`config.mk`:
```
export PLATFORM = sky130hd
export DESIGN_NAME = cdb_arbiter
export DESIGN_NICKNAME = d
export VERILOG_FILES = /design/src/rtl/cdb_arbiter_pkg.sv /design/src/rtl/cdb_arbiter_rr.sv /design/src/rtl/cdb_arbiter.sv
export SDC_FILE = /design/constraint.sdc
export NUM_CORES = 1
export LEC_CHECK = 0
export BUFFER_PORTS_ARGS = -buffer_cell sky130_fd_sc_hd__buf_2
export CAP_MARGIN = 20
export CORE_ASPECT_RATIO = 0.7
export CORE_UTILIZATION = 38
export DETAILED_ROUTE_END_ITERATION = 10
export GPL_TIMING_DRIVEN = 0
export PLACE_DENSITY_LB_ADDON = 0.08
export RECOVER_POWER = 50
export SLEW_MARGIN = 10
export SYNTH_ARGS = -nofsm -noshare
export SYNTH_HDL_FRONTEND = slang
export SYNTH_SLANG_ARGS = --single-unit
```
`constraint.sdc`:
```
create_clock -name clock -period 3.5 [get_ports clock]
set_clock_uncertainty 0.15 [all_clocks]
set_input_delay 0.175 -clock clock [delete_from_list [all_inputs] [get_ports clock]]
set_output_delay 0.175 -clock clock [all_outputs]
set_load 0.005 [all_outputs]
```
`src/rtl/cdb_arbiter_pkg.sv`:
```
// ============================================================================
// Module   : cdb_arbiter_pkg
// Brief    : Shared FU-result and CDB packet types for the CDB arbiter slice.
// Revision : 1.0
// ============================================================================
`default_nettype none

package cdb_arbiter_pkg;

  localparam int C_XLEN      = 32;
  localparam int C_ROB_TAG_W = 5;
  localparam int C_NUM_FU    = 4;

  typedef struct packed {
    logic                   done;
    logic [C_XLEN-1:0]      v;
    logic [C_ROB_TAG_W-1:0] rob_tag;
    logic                   take_branch;
  } FU_OUT_PACKET;

  typedef struct packed {
    logic                   valid;
    logic [C_ROB_TAG_W-1:0] rob_tag;
    logic [C_XLEN-1:0]      v;
    logic                   take_branch;
  } CDB_PACKET;

endpackage

`default_nettype wire

```
`src/rtl/cdb_arbiter_rr.sv`:
```
// ============================================================================
// Module   : rr_arbiter
// Brief    : Combinational round-robin select, searching upward from ptr.
// Revision : 1.0
// ============================================================================
`default_nettype none

module rr_arbiter #(
  parameter int N     = 4,
  parameter int PTR_W = $clog2(N)
) (
  input  logic [N-1:0]     req,
  input  logic [PTR_W-1:0] ptr,
  output logic [N-1:0]     gnt,
  output logic             gnt_valid,
  output logic [PTR_W-1:0] gnt_idx
);

  int               w_sum;
  logic [PTR_W-1:0] w_idx;

  // First requester at or after ptr, wrapping modulo N, wins.
  always_comb begin
    gnt       = '0;
    gnt_valid = 1'b0;
    gnt_idx   = '0;
    w_sum     = 0;
    w_idx     = '0;
    for (int k = 0; k < N; k++) begin
      w_sum = int'(ptr) + k;
      if (w_sum >= N) w_sum = w_sum - N;
      w_idx = PTR_W'(w_sum);
      if (!gnt_valid && req[w_idx]) begin
        gnt[w_idx] = 1'b1;
        gnt_valid  = 1'b1;
        gnt_idx    = w_idx;
      end
    end
  end

endmodule

`default_nettype wire

```
`src/rtl/cdb_arbiter.sv`:
```
// ============================================================================
// Module   : cdb_arbiter
// Brief    : Round-robin FU-to-CDB arbiter with one-cycle registered broadcast.
// Revision : 1.0
// ============================================================================
`default_nettype none

module cdb_arbiter
  import cdb_arbiter_pkg::*;
#(
  parameter int NUM_FU = C_NUM_FU,
  parameter int PTR_W  = $clog2(NUM_FU)
) (
  input  logic         clock,
  input  logic         reset,
  input  FU_OUT_PACKET fu_out_packet [NUM_FU],
  input  logic         squash,
  output logic [NUM_FU-1:0] ack,
  output CDB_PACKET    cdb_packet
);

  localparam logic [PTR_W-1:0] C_LAST_FU = PTR_W'(NUM_FU - 1);

  logic [NUM_FU-1:0] w_req;
  logic [NUM_FU-1:0] w_gnt;
  logic              w_gnt_valid;
  logic [PTR_W-1:0]  w_gnt_idx;
  logic [PTR_W-1:0]  r_rr_ptr;
  FU_OUT_PACKET      w_sel;

  for (genvar i = 0; i < NUM_FU; i++) begin : g_req
    assign w_req[i] = fu_out_packet[i].done;
  end

  rr_arbiter #(
    .N     (NUM_FU),
    .PTR_W (PTR_W)
  ) u_rr_arbiter (
    .req       (w_req),
    .ptr       (r_rr_ptr),
    .gnt       (w_gnt),
    .gnt_valid (w_gnt_valid),
    .gnt_idx   (w_gnt_idx)
  );

  assign w_sel = fu_out_packet[w_gnt_idx];

  // Squash drains every finished FU so no stale result survives the flush.
  always_comb begin
    ack = '0;
    if (!reset) ack = squash ? w_req : w_gnt;
  end

  always_ff @(posedge clock) begin
    if (reset) begin
      cdb_packet <= '0;
      r_rr_ptr   <= '0;
    end else if (squash) begin
      cdb_packet.valid <= 1'b0;
      r_rr_ptr         <= '0;
    end else if (w_gnt_valid) begin
      cdb_packet.valid       <= 1'b1;
      cdb_packet.rob_tag     <= w_sel.rob_tag;
      cdb_packet.v           <= w_sel.v;
      cdb_packet.take_branch <= w_sel.take_branch;
      r_rr_ptr               <= (w_gnt_idx == C_LAST_FU) ? '0 : w_gnt_idx + 1'b1;
    end else begin
      cdb_packet.valid <= 1'b0;
    end
  end

endmodule

`default_nettype wire

```
==> impl_metrics.env <==
export IMPL_ys_flop_type="dfxtp_1"
export IMPL_routed_wl_mm=9.23
export IMPL_synth_top_area_frac=0.276
export IMPL_async_flop_share=0
export IMPL_wl_per_cell_um=14.9
export IMPL_hold_ws_ns=0.0340
export IMPL_fp_dieH_um=76
export IMPL_synth_seq_area_share=0.276
export IMPL_path_class="reg2out"
export IMPL_p_leak_nw=2.19
export IMPL_cap_violations=0
export IMPL_grt_max_degree=15
export IMPL_min_path_type="in2reg"
export IMPL_startpoint_type="flop"
export IMPL_syn_area_per_cell_sq_um=9.50
export IMPL_rows=26
export IMPL_peakVddDrop_v=0.000343
export IMPL_ys_seq_elements=41
export IMPL_numCtsBuffers=5
export IMPL_power_mw=2.06
export IMPL_crit_path_end_kind="output pin"
export IMPL_yosys_area_top_type="dfxtp_1"
export IMPL_synth_edf_count=0
export IMPL_slew_headroom=0.643
export IMPL_syn2layout_area_growth_pct=42.5
export IMPL_dr_first_iter_drc_count=125
export IMPL_start_util=0.401
export IMPL_utilization=0.571
export IMPL_ios=202
export IMPL_synth_most_common_cell="mux2i_1"
export IMPL_slew_violations=0
export IMPL_routabilityCongestion=0.917
export IMPL_fin_cells=618
export IMPL_fmaxAchievable_mhz=306
export IMPL_grt_pass1_vias=2759
export IMPL_die_area_sq_um=8190
export IMPL_hold_viol_final=0
export IMPL_antenna_found_initial=0
export IMPL_clkTransAtPathRegs_ns=0.09
export IMPL_place_inst=609
export IMPL_fp_coreArea_sq_um=7420
export IMPL_synthTopCellsByArea="dfxtp_1 (28%), mux2i_1 (25%), o221ai_1 (12%), nand2_1 (5.4%), buf_12 (5.4%)"
export IMPL_synth_distinct_cells=34
export IMPL_dr_pass1_iters=4
export IMPL_via_count=3198
export IMPL_h_tree_depth=2
export IMPL_yosys_warnings=0
export IMPL_vias_per_cell=5.17
export IMPL_grt_usage=0.208
export IMPL_p_per_area_nw_per_um2=487
export IMPL_grt_pass1_wl_mm=13.6
export IMPL_clkLatencyLatePin_ns=0.30
export IMPL_syn_nets=480
export IMPL_fin_area_sq_um=4240
export IMPL_overflow=0
export IMPL_dp_hpwl_mm=7.19
export IMPL_portBuffers=198
export IMPL_ys_top_cells_by_count="mux2i_1 (73), nand2_1 (43), o221ai_1 (42), dfxtp_1 (41), clkbuf_1 (16)"
export IMPL_fp_dieW_um=108
export IMPL_critPathRequiredTime_ns=3.17
export IMPL_tightest_slew_ns=0.536
export IMPL_cp_arrival_ns=2.95
export IMPL_syn_area_sq_um=2970
export IMPL_fin_crit_ns=3.27
export IMPL_rsz0062_at_grt="no"
export IMPL_nNetsFinal=686
export IMPL_status="completed"
export IMPL_crit_fanout=10
export IMPL_setup_viol=0
export IMPL_syn_inst=313
export IMPL_root_buffer="clkbuf_8"
export IMPL_clock_path_buffers=2
export IMPL_finalCritPeriodShare=0.935
export IMPL_dpl_instance_area_sq_um=4090
export IMPL_drive_above_1_share=0.402
export IMPL_cts_sinks=41
export IMPL_tritoncts="yes"
export IMPL_drc=0
export IMPL_diodes=0
export IMPL_ant_nets=0
-- worst paths after layout --
kind | startpoint | slack, ns | cells after the start | end
worst min register to register | cdb_packet[27] | 0.32 | 2 | cdb_packet[27]
worst max register to register | r_rr_ptr[0] | 0.29 | 12 | cdb_packet[6]
worst min-delay path | fu_out_packet[112] | 0.03 | 3 | cdb_packet[29]
worst max-delay path | r_rr_ptr[0] | 0.23 | 11 | ack[1]
-- flip-flops by register name (all words and copies together), names as in the netlist --
| register | flops |
|---|---|
| cdb_packet | 39 |
| r_rr_ptr | 2 |
-- critical path, stage by stage (launching register included) --
cell,delay (ns)
dfxtp_2,0.46
clkbuf_4,0.28
clkinvlp_4,0.15
ha_4,0.34
mux4_2,0.44
nor2b_4,0.15
buf_6,0.14
a22oi_1,0.07
nor2_1,0.09
a21oi_1,0.06
a221oi_1,0.30
buf_2,0.17
-- power breakdown --
group | switching (mW) | internal [mW]
clock network | 0.181 | 0.287
logic | 0.473 | 0.528
registers | 0.0476 | 0.548
-- timing repair --
action                                  in CTS  in global routing
gates resized for setup                      5                  8
buffers inserted                             1                  0
hold endpoints to repair                     2                  0
hold buffers                                 2                  0
pin swaps                                    0                  0
endpoints found under the setup margin      43                 23
-- stage by stage --
| stage | TNS, ns | setup slack, ns |
|---|---|---|
| after floorplan | 0 | 0.120 |
| after global placement | -16.94 | -0.505 |
| after detailed placement | -19.60 | -0.545 |
| after CTS | 0 | 0.152 |
| after global routing | 0 | 0.0432 |
| final | 0 | 0.229 |
-- logic make-up after synthesis --
kind of cell | after synthesis | synth area share
XOR/XNOR | 2 | 0.00589
flip-flops | 41 | 0.276
adder cells (fa/ha/maj) | 8 | 0.0337
multiplexers | 76 | 0.269
AND/OR/NAND/NOR | 71 | 0.102
buffers and inverters | 38 | 0.104
AO/OA/AOI/OAI | 77 | 0.210
-- cells in the final DEF (no fill, tap or decap), types with 2 or more instances in the layout --
master / n
buf_2: 174
mux2i_1: 73
nand2_1: 43
o221ai_1: 42
dfxtp_1: 40
clkbuf_1: 37
nor2_1: 14
a21oi_1: 10
buf_12: 8
ha_1: 7
nor3_1: 6
inv_1: 5
clkbuf_8: 5
buf_6: 4
a22oi_1: 4
nor4_1: 4
a221oi_1: 4
clkbuf_2: 4
o31a_1: 4
mux4_2: 3
nand2b_1: 2
o22ai_1: 2
o21ai_1: 2
bufinv_16: 2
dlygate4sd3_1: 2
-- routing by layer --
metal | track usage | routed length (um) | vias up
li1 | - | - | 1600
met1 | 0.289 | 4160 | 1444
met3 | 0.0402 | 737 | 5
met5 | 0 | 0 | -
met4 | 0.0301 | 41 | 0
met2 | 0.340 | 4280 | 149
-- layout make-up --
cell class	instances	area (sq um)
repair buffers	201	986
flip-flops and latches	41	822
plain buffers	30	284
clock inverters	3	68.8
well taps	98	123
inverters	6	26.3
multi-input cells	234	1860
clock buffers	5	68.8
fillers	719	3180
Power figures use the tool's default switching activity.
